File: config.mk
export PLATFORM = sky130hd
export DESIGN_NAME = lc3_alu_cc
export DESIGN_NICKNAME = d
export VERILOG_FILES = /design/src/rtl/lc3_alu_cc.sv
export SDC_FILE = /design/constraint.sdc
export NUM_CORES = 1
export LEC_CHECK = 0
export ABC_AREA = 1
export BUFFER_PORTS_ARGS = -buffer_cell sky130_fd_sc_hd__buf_2
export CORE_MARGIN = 2
export CORE_UTILIZATION = 51
export CTS_BUF_LIST = sky130_fd_sc_hd__clkbuf_2
export DETAILED_ROUTE_END_ITERATION = 8
export PLACE_DENSITY = 0.95
export SYNTH_ARGS = -nofsm -noshare
export SYNTH_HDL_FRONTEND = slang
export SYNTH_SLANG_ARGS = --single-unit
File: constraint.sdc
create_clock -name clk -period 7.03 [get_ports clk]
set_clock_uncertainty 0.2 [all_clocks]
set_input_delay 1.0545 -clock clk [delete_from_list [all_inputs] [get_ports clk]]
set_output_delay 1.0545 -clock clk [all_outputs]
set_load 0.05 [all_outputs]
File: src/rtl/lc3_alu_cc.sv
// LC-3 execute stage: SR2MUX, ALU, and the NZP / BEN / overflow registers.
// alu_out is combinational; flags load from the resolved data bus.
package lc3_alu_cc_pkg;
  typedef enum logic [1:0] {
    ALU_ADD  = 2'b00,
    ALU_AND  = 2'b01,
    ALU_NOT  = 2'b10,
    ALU_PASS = 2'b11
  } aluk_e;

  localparam logic [2:0] CC_N = 3'b100;
  localparam logic [2:0] CC_Z = 3'b010;
  localparam logic [2:0] CC_P = 3'b001;
endpackage

module lc3_alu_cc
  import lc3_alu_cc_pkg::*;
#(
  parameter int         DATA_W = 16,
  parameter logic [2:0] CC_RST = 3'b010
) (
  input  logic              clk,
  input  logic              rst,
  input  logic [DATA_W-1:0] sr1out,
  input  logic [DATA_W-1:0] sr2out,
  input  logic [15:0]       ir,
  input  logic [1:0]        aluk,
  input  logic              gate_alu,
  input  logic              ld_cc,
  input  logic              ld_ben,
  input  logic [DATA_W-1:0] data_bus,
  output logic [DATA_W-1:0] alu_out,
  output logic [2:0]        nzp,
  output logic              ben,
  output logic              ovf
);

  aluk_e             op;
  logic              is_add;
  logic              is_and;
  logic              is_not;
  logic              is_pass;
  logic [DATA_W-1:0] b_op;
  logic [DATA_W-1:0] sum;
  logic              addv;
  logic [2:0]        nzp_d;
  logic              ovf_d;
  logic              ben_d;
  logic              unused_ir;

  assign op      = aluk_e'(aluk);
  assign is_add  = (op == ALU_ADD);
  assign is_and  = (op == ALU_AND);
  assign is_not  = (op == ALU_NOT);
  assign is_pass = (op == ALU_PASS);

  // imm5 is sign-extended to the full datapath width
  assign b_op = ir[5] ? {{(DATA_W-5){ir[4]}}, ir[4:0]}
                      : sr2out;

  assign sum = sr1out + b_op;

  assign addv = (sr1out[DATA_W-1] == b_op[DATA_W-1])
             && (sum[DATA_W-1] != sr1out[DATA_W-1]);

  always_comb begin
    alu_out = sr1out;
    unique case (1'b1)
      is_add:  alu_out = sum;
      is_and:  alu_out = sr1out & b_op;
      is_not:  alu_out = ~sr1out;
      is_pass: alu_out = sr1out;
      default: alu_out = sr1out;
    endcase
  end

  // sign bit set implies non-zero, so the arms never overlap
  always_comb begin
    nzp_d = CC_P;
    unique case (1'b1)
      data_bus[DATA_W-1]:   nzp_d = CC_N;
      (data_bus == '0):     nzp_d = CC_Z;
      default:              nzp_d = CC_P;
    endcase
  end

  // only an ALU-driven ADD can leave overflow set
  assign ovf_d = gate_alu & is_add & addv;

  assign ben_d = |(ir[11:9] & nzp);

  assign unused_ir = ^{ir[15:12], ir[8:6]};

  always_ff @(posedge clk or posedge rst) begin
    if (rst) begin
      nzp <= CC_RST;
      ovf <= 1'b0;
      ben <= 1'b0;
    end else begin
      if (ld_cc) begin
        nzp <= nzp_d;
        ovf <= ovf_d;
      end
      if (ld_ben) begin
        ben <= ben_d;
      end
    end
  end

endmodule

# ---- After elaboration in Yosys (flattened, before gate mapping)
# Cells that the tools add are included.
# Widths: inputs -> output; s select.
dict set report classes {
  bitwise 5
  reduce_logical 4
  n_addsub 1
  muxes 3
  n_eq_ne 4
}
# cell count
set ops {}
lappend ops {{$pmux 16 s3} 1}
lappend ops {{$add 16x16->16} 1}
lappend ops {{$and 16x16->16} 1}
lappend ops {{$logic_not 16->1} 1}
lappend ops {{$mux 16} 1}
lappend ops {{$not 16->16} 1}
lappend ops {{$pmux 3 s2} 1}
lappend ops {{$and 3x3->3} 1}
lappend ops {{$reduce_or 3->1} 1}
lappend ops {{$and 1x1->1} 2}
lappend ops {{$eq 2x1->1 const B} 1}
lappend ops {{$eq 2x2->1 const B} 1}
lappend ops {{$logic_not 2->1} 1}
lappend ops {{$eq 1x1->1} 1}
lappend ops {{$logic_and 1x1->1} 1}
lappend ops {{$ne 1x1->1} 1}
dict set report totals {
  in_bits 71
  regBits 5
  out_inout_bits 21
  wordCells 20
}

# ---- Logic depth before layout (Yosys ltp)
# Gate-level depths: netlist of the first run.
dict set report depth {
  word_depth 5
  mapped_depth 15
  depth_no_buf 13
}

# ---- Least setup slack after synthesis of the first run
# OpenSTA, ideal clock, no wires.
dict set report synth_timing {
  kind {input to output}
  from {input ir[5]}
  to {output alu_out[4]}
  arrival_ns 3.296
  setup_slack_ns 2.480
  t_required_ns 5.775
  cell_stages 9
  n_path_buf 1
  cell_sequence {clkbuf_1 mux2_2 ha_1 fa_1 nand3_1 nand3_1 or2_2 nand3_1 o2111ai_1}
}
dict set report synth_via {
  elab_chain_len 3
  elab_cells_between_ends 4
  cone_classes {1 x add/sub; 2 x mux; 1 x bitwise}
}
# element line
set synth_rtl {}
lappend synth_rtl {{start, declared} 26} ;# input logic [15:0] ir,
lappend synth_rtl {{$mux 16 *} 58} ;# assign b_op = ir[5] ? {{(DATA_W-5){ir[4]}}, ir[4:0]}
lappend synth_rtl {{$add 16x16->16 / $and 16x16->16 (equally long branches)} {61, 70}}
lappend synth_rtl {{$pmux 16 s3 *} 68} ;# unique case (1'b1)
lappend synth_rtl {{end, declared} 32} ;# output logic [DATA_W-1:0] alu_out,
# Every way passes the cells marked *; elsewhere a longest branch is shown, timed or not.

# ---- Final worst setup path of the first run
# Ends and elaborated chain as after synthesis.

==> out/qor.csv, run 1 <==
stage,metric,value,unit
job,cap_violations,0,
floorplan,num_io_pins,92,
global_routing,antenna_found_initial,0,
worst_setup_path,r2r-start,nzp[1],
global_routing,grt_pass1_vias,2094,
synth,synth_top_family_by_area,simple AND/OR/NAND/NOR gates,
drt,postRouteAntennaNets,0,
placed_design,gp_congestion,0.906,
clock_network,postCtsHoldBufs,0,
timing,fin_tns_setup,0,ns
timing,final_max_slew_viol_count,0,
worst_setup_path,reg2reg_depth,2,
timing,layout_worst_path_cycle_share,65.8,%
drt,wl_per_cell,11.0,microns
drt,firstDrtPassIters,4,
synth,ys_seq_elements,5,
placed_design,io_buffers,84,
status,status,"complete, no violations",
drt,drc,0,
worst_setup_path,crit_fanout,17,
synth,ys_top_cells_by_area,"nand2_1 (24%), inv_1 (13%), ha_1 (11%), nand3_1 (8.3%), o21ai_0 (6.0%)",
timing,worst_pin_slew,0.580,ns
worst_setup_path,r2r_slack,5.98,ns
clock_network,path_clk_slew,0.07,ns
cells_and_area,utilization,67.2,%
clock_network,numCtsBuffers,3,
synth,yosysUniqueCellTypes,30,
global_routing,grt_max_degree,18,
timing,slew_headroom,61.3,%
cells_and_area,multiInputGateArea,1360,sq um
synth,synth_nets,420,
synth,synth_top_cell_by_area,nand2_1,
clock_network,cts_root_buf,clkbuf_2,
floorplan,start_util,52.9,%
floorplan,die-area,3920,sq um
synth,synthAdderAreaFrac,12.6,%
drt,num_vias,2329,
timing,fmax,216,MHz
worst_hold_path,hold_class,flop to flop,
clock_network,tritoncts,done,
power_and_ir_drop,power_density,123,nW/um^2
floorplan,core,3310,sq um
synth,synth_cells,332,
global_routing,grt_pass1_wl,8560,microns
timing,finalCriticalPeriod,4.63,ns
power_and_ir_drop,p_total,0.273,mW
synth,synth_xor_area_share,0,%
global_routing,grt-ovfl-total,0,
synth,synthMuxAreaShare,2.57,%
timing,finalHoldViolCount,0,
cells_and_area,regArea,126,sq um
cells_and_area,layout_common_cells,"nand2_1 (114), buf_2 (84), inv_1 (61), nand3_1 (29), nor2_1 (24)",
cells_and_area,syn2layout_area_growth,27.0,%
synth,netlist_area,1750,sq um
clock_network,htree_num_levels,1,
placed_design,post-place-cells,456,
synth,avgSynthCellArea,5.28,sq um
worst_setup_path,end_kind,output pin,
floorplan,die_h,62.6,microns
clock_network,cts.path.max_buffers,2,
cells_and_area,antenna_cells,0,
floorplan,num_rows,21,
synth,synth_compound_area_share,15.1,%
synth,ys_seq_area_share,7.21,%
cells_and_area,layout-drive-gt1-share,25.6,%
timing,setup_viol,0,
synth,ys_warn_count,0,
worst_setup_path,cp.arrival,3.37,ns
clock_network,clock_sinks,5,
worst_setup_path,reg2reg_to,ben,
global_routing,gr-usage-all-layers,26.1,%
worst_setup_path,cp-endpoint,alu_out[4],
drt,dr.first_iter.drc_count,134,
clock_network,cts_setup_buffers,0,
cells_and_area,layout_commonest_cell,nand2_1,
timing,hold_ws,0.306,ns
worst_setup_path,cp.required,5.78,ns
cells_and_area,nets,503,
power_and_ir_drop,p_leak,1.36,nW
worst_setup_path,startpoint_type,input pin,
floorplan,die_x,62.6,microns
worst_setup_path,startpoint,ir[5],
timing,rsz0062_at_grt,false,
placed_design,dpl.hpwl,4070,microns
drt,post_drt_via_cell_ratio,5.06,
cells_and_area,fill_cells,337,
synth,synth_simple_gate_area_share,47.6,%
clock_network,cts-resized-gates,0,
clock_network,clk_latency,0.24,ns
drt,wirelength,5050,microns
power_and_ir_drop,ir_drop,72.8,uV
cells_and_area,stdcell_count,460,
synth,yosysTopAreaCellShare,24.4,%
worst_setup_path,worstSetupPathType,input pin to output pin,
[state kept, by name, summed over array words and instances, names as in the netlist]
name	cells
nzp	3
ovf	1
ben	1
[how the worst min path moves through the flow]
stage / start / end / cells after the start
finish: ovf / ovf / 2
global route: ovf / ovf / 2
CTS: ovf / ovf / 2
detailed placement: ovf / ovf / 2
global placement: ovf / ovf / 2
floorplan: nzp[1] / nzp[1] / 2
[synthesized netlist by cell type]
cell type,instances
dfrtp_1,4
inv_1,61
dfstp_2,1
inv_2,2
nand3b_1,7
a22o_1,1
nand4_1,3
or2_4,1
o2111ai_1,5
buf_2,2
or2_2,3
nor3_1,2
clkbuf_1,4
mux2_2,4
nand2_1,114
nand2_2,4
nor2_1,24
or2_1,1
a41oi_1,1
o21ai_0,21
and3_1,1
a21oi_1,9
fa_1,1
or2_0,1
o22ai_1,7
nor3_2,1
a21oi_2,1
nand3_1,29
ha_1,16
and2_4,1
[final cells by class]
type,instances,area share (%)
inverters,63,10.6
flip-flops and latches,5,5.68
multi-input cells,258,61.3
clock buffers,4,0.900
repair buffers,84,18.9
well taps,46,2.59
[critical path: stages]
cell and delay [ns]:
buf_2 0.29, mux2_2 0.39, ha_1 0.22, fa_1 0.44, nand3_1 0.10, nand3_1 0.15
or2_2 0.31, nand3_1 0.08, o2111ai_1 0.10, buf_2 0.23
[per-stage QoR]
stage               area, sq um  worst slack, ns
detailed placement         2200             2.43
finish                     2220             2.40
global route               2220             2.20
CTS                        2220             2.43
global placement           2200             2.48
floorplan                  1750             2.48
[cell families (layout without fill, tap and decap cells)]
logic type               Yosys count  count (layout)
AND/OR/NAND/NOR                  192             192
buffers and inverters             69             151
AO/OA/AOI/OAI                     45              45
adder cells (fa/ha/maj)           17              17
flip-flops                         5               5
multiplexers                       4               4
[layer usage]
layer	part of all wire [%]	vias to the layer above	track usage (%)
li1	-	1230	-
met1	43	1007	31.7
met2	49	85	48.3
met3	7.2	7	3.24
met4	0.95	0	6.94
met5	0	-	0
[where the power goes]
part           internal (mW)  total, mW  leakage [nW]  switching (mW)
clock                 0.0151     0.0294        0.0166          0.0143
combinational         0.0693      0.212          1.29           0.142
sequential            0.0308     0.0322        0.0588         0.00140
Power figures use the tool's default switching activity.
==> run 2, diff against run 1 <==
--- a/config.mk
+++ b/config.mk
@@ -8,10 +8,10 @@
 export ABC_AREA = 1
 export BUFFER_PORTS_ARGS = -buffer_cell sky130_fd_sc_hd__buf_2
 export CORE_MARGIN = 2
-export CORE_UTILIZATION = 51
+export CORE_UTILIZATION = 47
 export CTS_BUF_LIST = sky130_fd_sc_hd__clkbuf_2
 export DETAILED_ROUTE_END_ITERATION = 8
-export PLACE_DENSITY = 0.95
+export PLACE_DENSITY = 0.92
 export SYNTH_ARGS = -nofsm -noshare
 export SYNTH_HDL_FRONTEND = slang
 export SYNTH_SLANG_ARGS = --single-unit
==> constraint.sdc (replaced) <==
create_clock -name clk -period 4.5 [get_ports clk]
set_clock_uncertainty 0.2 [all_clocks]
set_input_delay 0.675 -clock clk [delete_from_list [all_inputs] [get_ports clk]]
set_output_delay 0.675 -clock clk [all_outputs]
set_load 0.05 [all_outputs]
==> run 2 against run 1 <==
Final area up 0.11%. Sequential power up 56%. Hold slack worse by 0.18 ns. Clock power up 44%. Wire length up 1.5%. Die area up 8.0%. Total power up 56%. Non-clock buffer count unchanged. Sequential cell count unchanged. Largest cell class unchanged. Via count up 3.4%. Register-to-register slack worse by 2.5 ns. Sequential share of layout area about the same. Critical endpoint unchanged.
==> out/qor.csv, run 2 (synthesized netlist as in run 1, its figures left out) <==
stage,metric,value,unit,change
timing,slew_headroom,60.4,%,-0.85 points
worst_setup_path,worstSetupPathType,input pin to output pin,,
cells_and_area,antenna_cells,0,,unchanged
worst_setup_path,path_common_cell,nand3_1,,
clock_network,tritoncts,done,,
power_and_ir_drop,p_leak,1.36,nW,unchanged
global_routing,grt.met1_usage,29.7,%,-2.0 points
floorplan,die_x,65.1,microns,+3.9%
global_routing,grt_max_degree,18,,unchanged
global_routing,grt_pass1_wl,7970,microns,-6.9%
worst_setup_path,cp_cell_sequence,buf_2 > mux2_2 > ha_1 > fa_1 > nand3_1 > nand3_1 > or2_2 > nand3_1 > o2111ai_1 > buf_2,,
placed_design,dpl.hpwl,4140,microns,+1.7%
floorplan,core,3630,sq um,+9.8%
global_routing,grt_util_met3,2.60,%,-0.64 points
clock_network,postCtsHoldBufs,0,,unchanged
cells_and_area,reg_top3,"nzp: 3 flops, ben: 1 flops, ovf: 1 flops",,
placed_design,io_buffers,84,,unchanged
cells_and_area,layout_commonest_cell,nand2_1,,
global_routing,grt_pass1_vias,1999,,-4.5%
timing,rsz0062_at_grt,false,,
placed_design,gp_congestion,0.929,,+2.5%
clock_network,cts.path.max_buffers,2,,unchanged
worst_hold_path,hold_class,input pin to asynchronous set/reset pin,,
clock_network,path_clk_slew,0.06,ns,about the same
clock_network,cts-resized-gates,0,,unchanged
global_routing,gr-usage-all-layers,23.0,%,-3.2 points
cells_and_area,layout-drive-gt1-share,25.6,%,unchanged
worst_setup_path,crit_fanout,17,,unchanged
cells_and_area,design_area,2230,sq um,+0.11%
worst_setup_path,r2r_slack,3.47,ns,-2.51 ns
cells_and_area,largest_reg_flops,3,,unchanged
floorplan,die-area,4230,sq um,+8.0%
drt,firstDrtPassIters,5,,+1
drt,drc,0,,unchanged
power_and_ir_drop,ir_drop,102,uV,+40%
clock_network,clock_sinks,5,,unchanged
worst_setup_path,cpMaxStageDelayCell,fa_1,,
worst_setup_path,cpPeakStageDelay,0.44,ns,about the same
floorplan,start_util,48.2,%,-4.7 points
timing,fmax,259,MHz,
worst_setup_path,startpoint_type,input pin,,
timing,fin_tns_setup,0,ns,unchanged
timing,layout_worst_path_cycle_share,85.8,%,
clock_network,htree_num_levels,1,,unchanged
power_and_ir_drop,power_density,191,nW/um^2,+55%
worst_setup_path,cp.arrival,2.99,ns,-0.38 ns
drt,post_drt_via_cell_ratio,5.21,,+2.9%
status,status,"complete, no violations",,
timing,finalCriticalPeriod,3.86,ns,
cells_and_area,regMostFlops,nzp,,
cells_and_area,layout_common_cells,"nand2_1 (114), buf_2 (84), inv_1 (61), nand3_1 (29), nor2_1 (24)",,
clock_network,clk_latency,0.22,ns,-0.02 ns
drt,postRouteAntennaNets,0,,unchanged
placed_design,dp_slack,0.672,ns,-1.76 ns
floorplan,num_rows,22,,+4.8%
drt,wirelength,5120,microns,+1.5%
cells_and_area,syn2layout_area_growth,27.1,%,
drt,wl_per_cell,11.1,microns,+1.0%
timing,final_max_slew_viol_count,0,,unchanged
timing,timing.final.ws_setup,0.637,ns,-1.77 ns
global_routing,grt_util_met2,41.6,%,-6.6 points
drt,dr.first_iter.drc_count,127,,-5.2%
clock_network,cts_root_buf,clkbuf_2,,
worst_setup_path,cp.required,3.62,ns,-2.16 ns
global_routing,busiest_layer,met2,,
job,cap_violations,0,,unchanged
timing,finalHoldViolCount,0,,unchanged
drt,num_vias,2408,,+3.4%
floorplan,num_io_pins,92,,unchanged
clock_network,cts_setup_buffers,0,,unchanged
timing,worst_pin_slew,0.593,ns,+0.0127 ns
global_routing,antenna_found_initial,0,,unchanged
global_routing,grt-ovfl-total,0,,unchanged
placed_design,placed_area,2210,sq um,+0.11%
clock_network,numCtsBuffers,3,,unchanged
floorplan,die_h,65.1,microns,+3.9%
worst_setup_path,end_kind,output pin,,
cells_and_area,nets,503,,unchanged
timing,setup_viol,0,,unchanged
## run 2: cell counts in the layout (fill, tap and decap cells not counted)
No cell type changed its count.
## run 2: path summary, 6_finish.rpt
check                      cells after the start    from         end
hold / removal                                 2     rst         ovf
setup reg to reg                               2  nzp[1]         ben
setup / recovery                              10   ir[5]  alu_out[4]
max in group asynchronous                      2     rst      nzp[1]
min in group clk                               2     ovf         ovf
hold reg to reg                                2     ovf         ovf
## run 2: cell type report
type	instances	area (sq um)
fill	378	1410
timing repair buffer	84	420
multi-input combinational	258	1360
clock buffer	4	20.0
sequential	5	126
inverter	63	236
tap	48	60.1
## run 2: worst max-delay path, delay by kind of cell
| family | cells | cell delay (ns) |
|---|---|---|
| compound gates | 1 | 0.11 |
| mux | 1 | 0.38 |
| simple gates | 4 | 0.64 |
| buf+inv | 2 | 0.53 |
| fa+ha+maj | 2 | 0.66 |
## run 2: power by group
| group | leakage [nW] | internal (mW) | switching, mW |
|---|---|---|---|
| sequential | 0.0588 | 0.0481 | 0.00209 |
| combinational | 1.29 | 0.109 | 0.224 |
| clock | 0.0166 | 0.0235 | 0.0188 |
## run 2: per-layer routing
layer / wire (microns) / share of wire, %
met5: 0 / 0
met4: 9 / 0.18
met1: 2170 / 42
met3: 450 / 8.8
met2: 2490 / 49
## run 2: metrics by stage
stage	cells	power, mW	utilization [%]	hold slack (ns)
floorplan	332	0.295	-	0.253
global placement	458	0.373	60.7	0.279
detailed placement	458	0.380	60.7	0.284
CTS	462	0.424	61.3	0.127
global route	462	0.461	61.3	0.127
finish	462	0.425	61.3	0.131
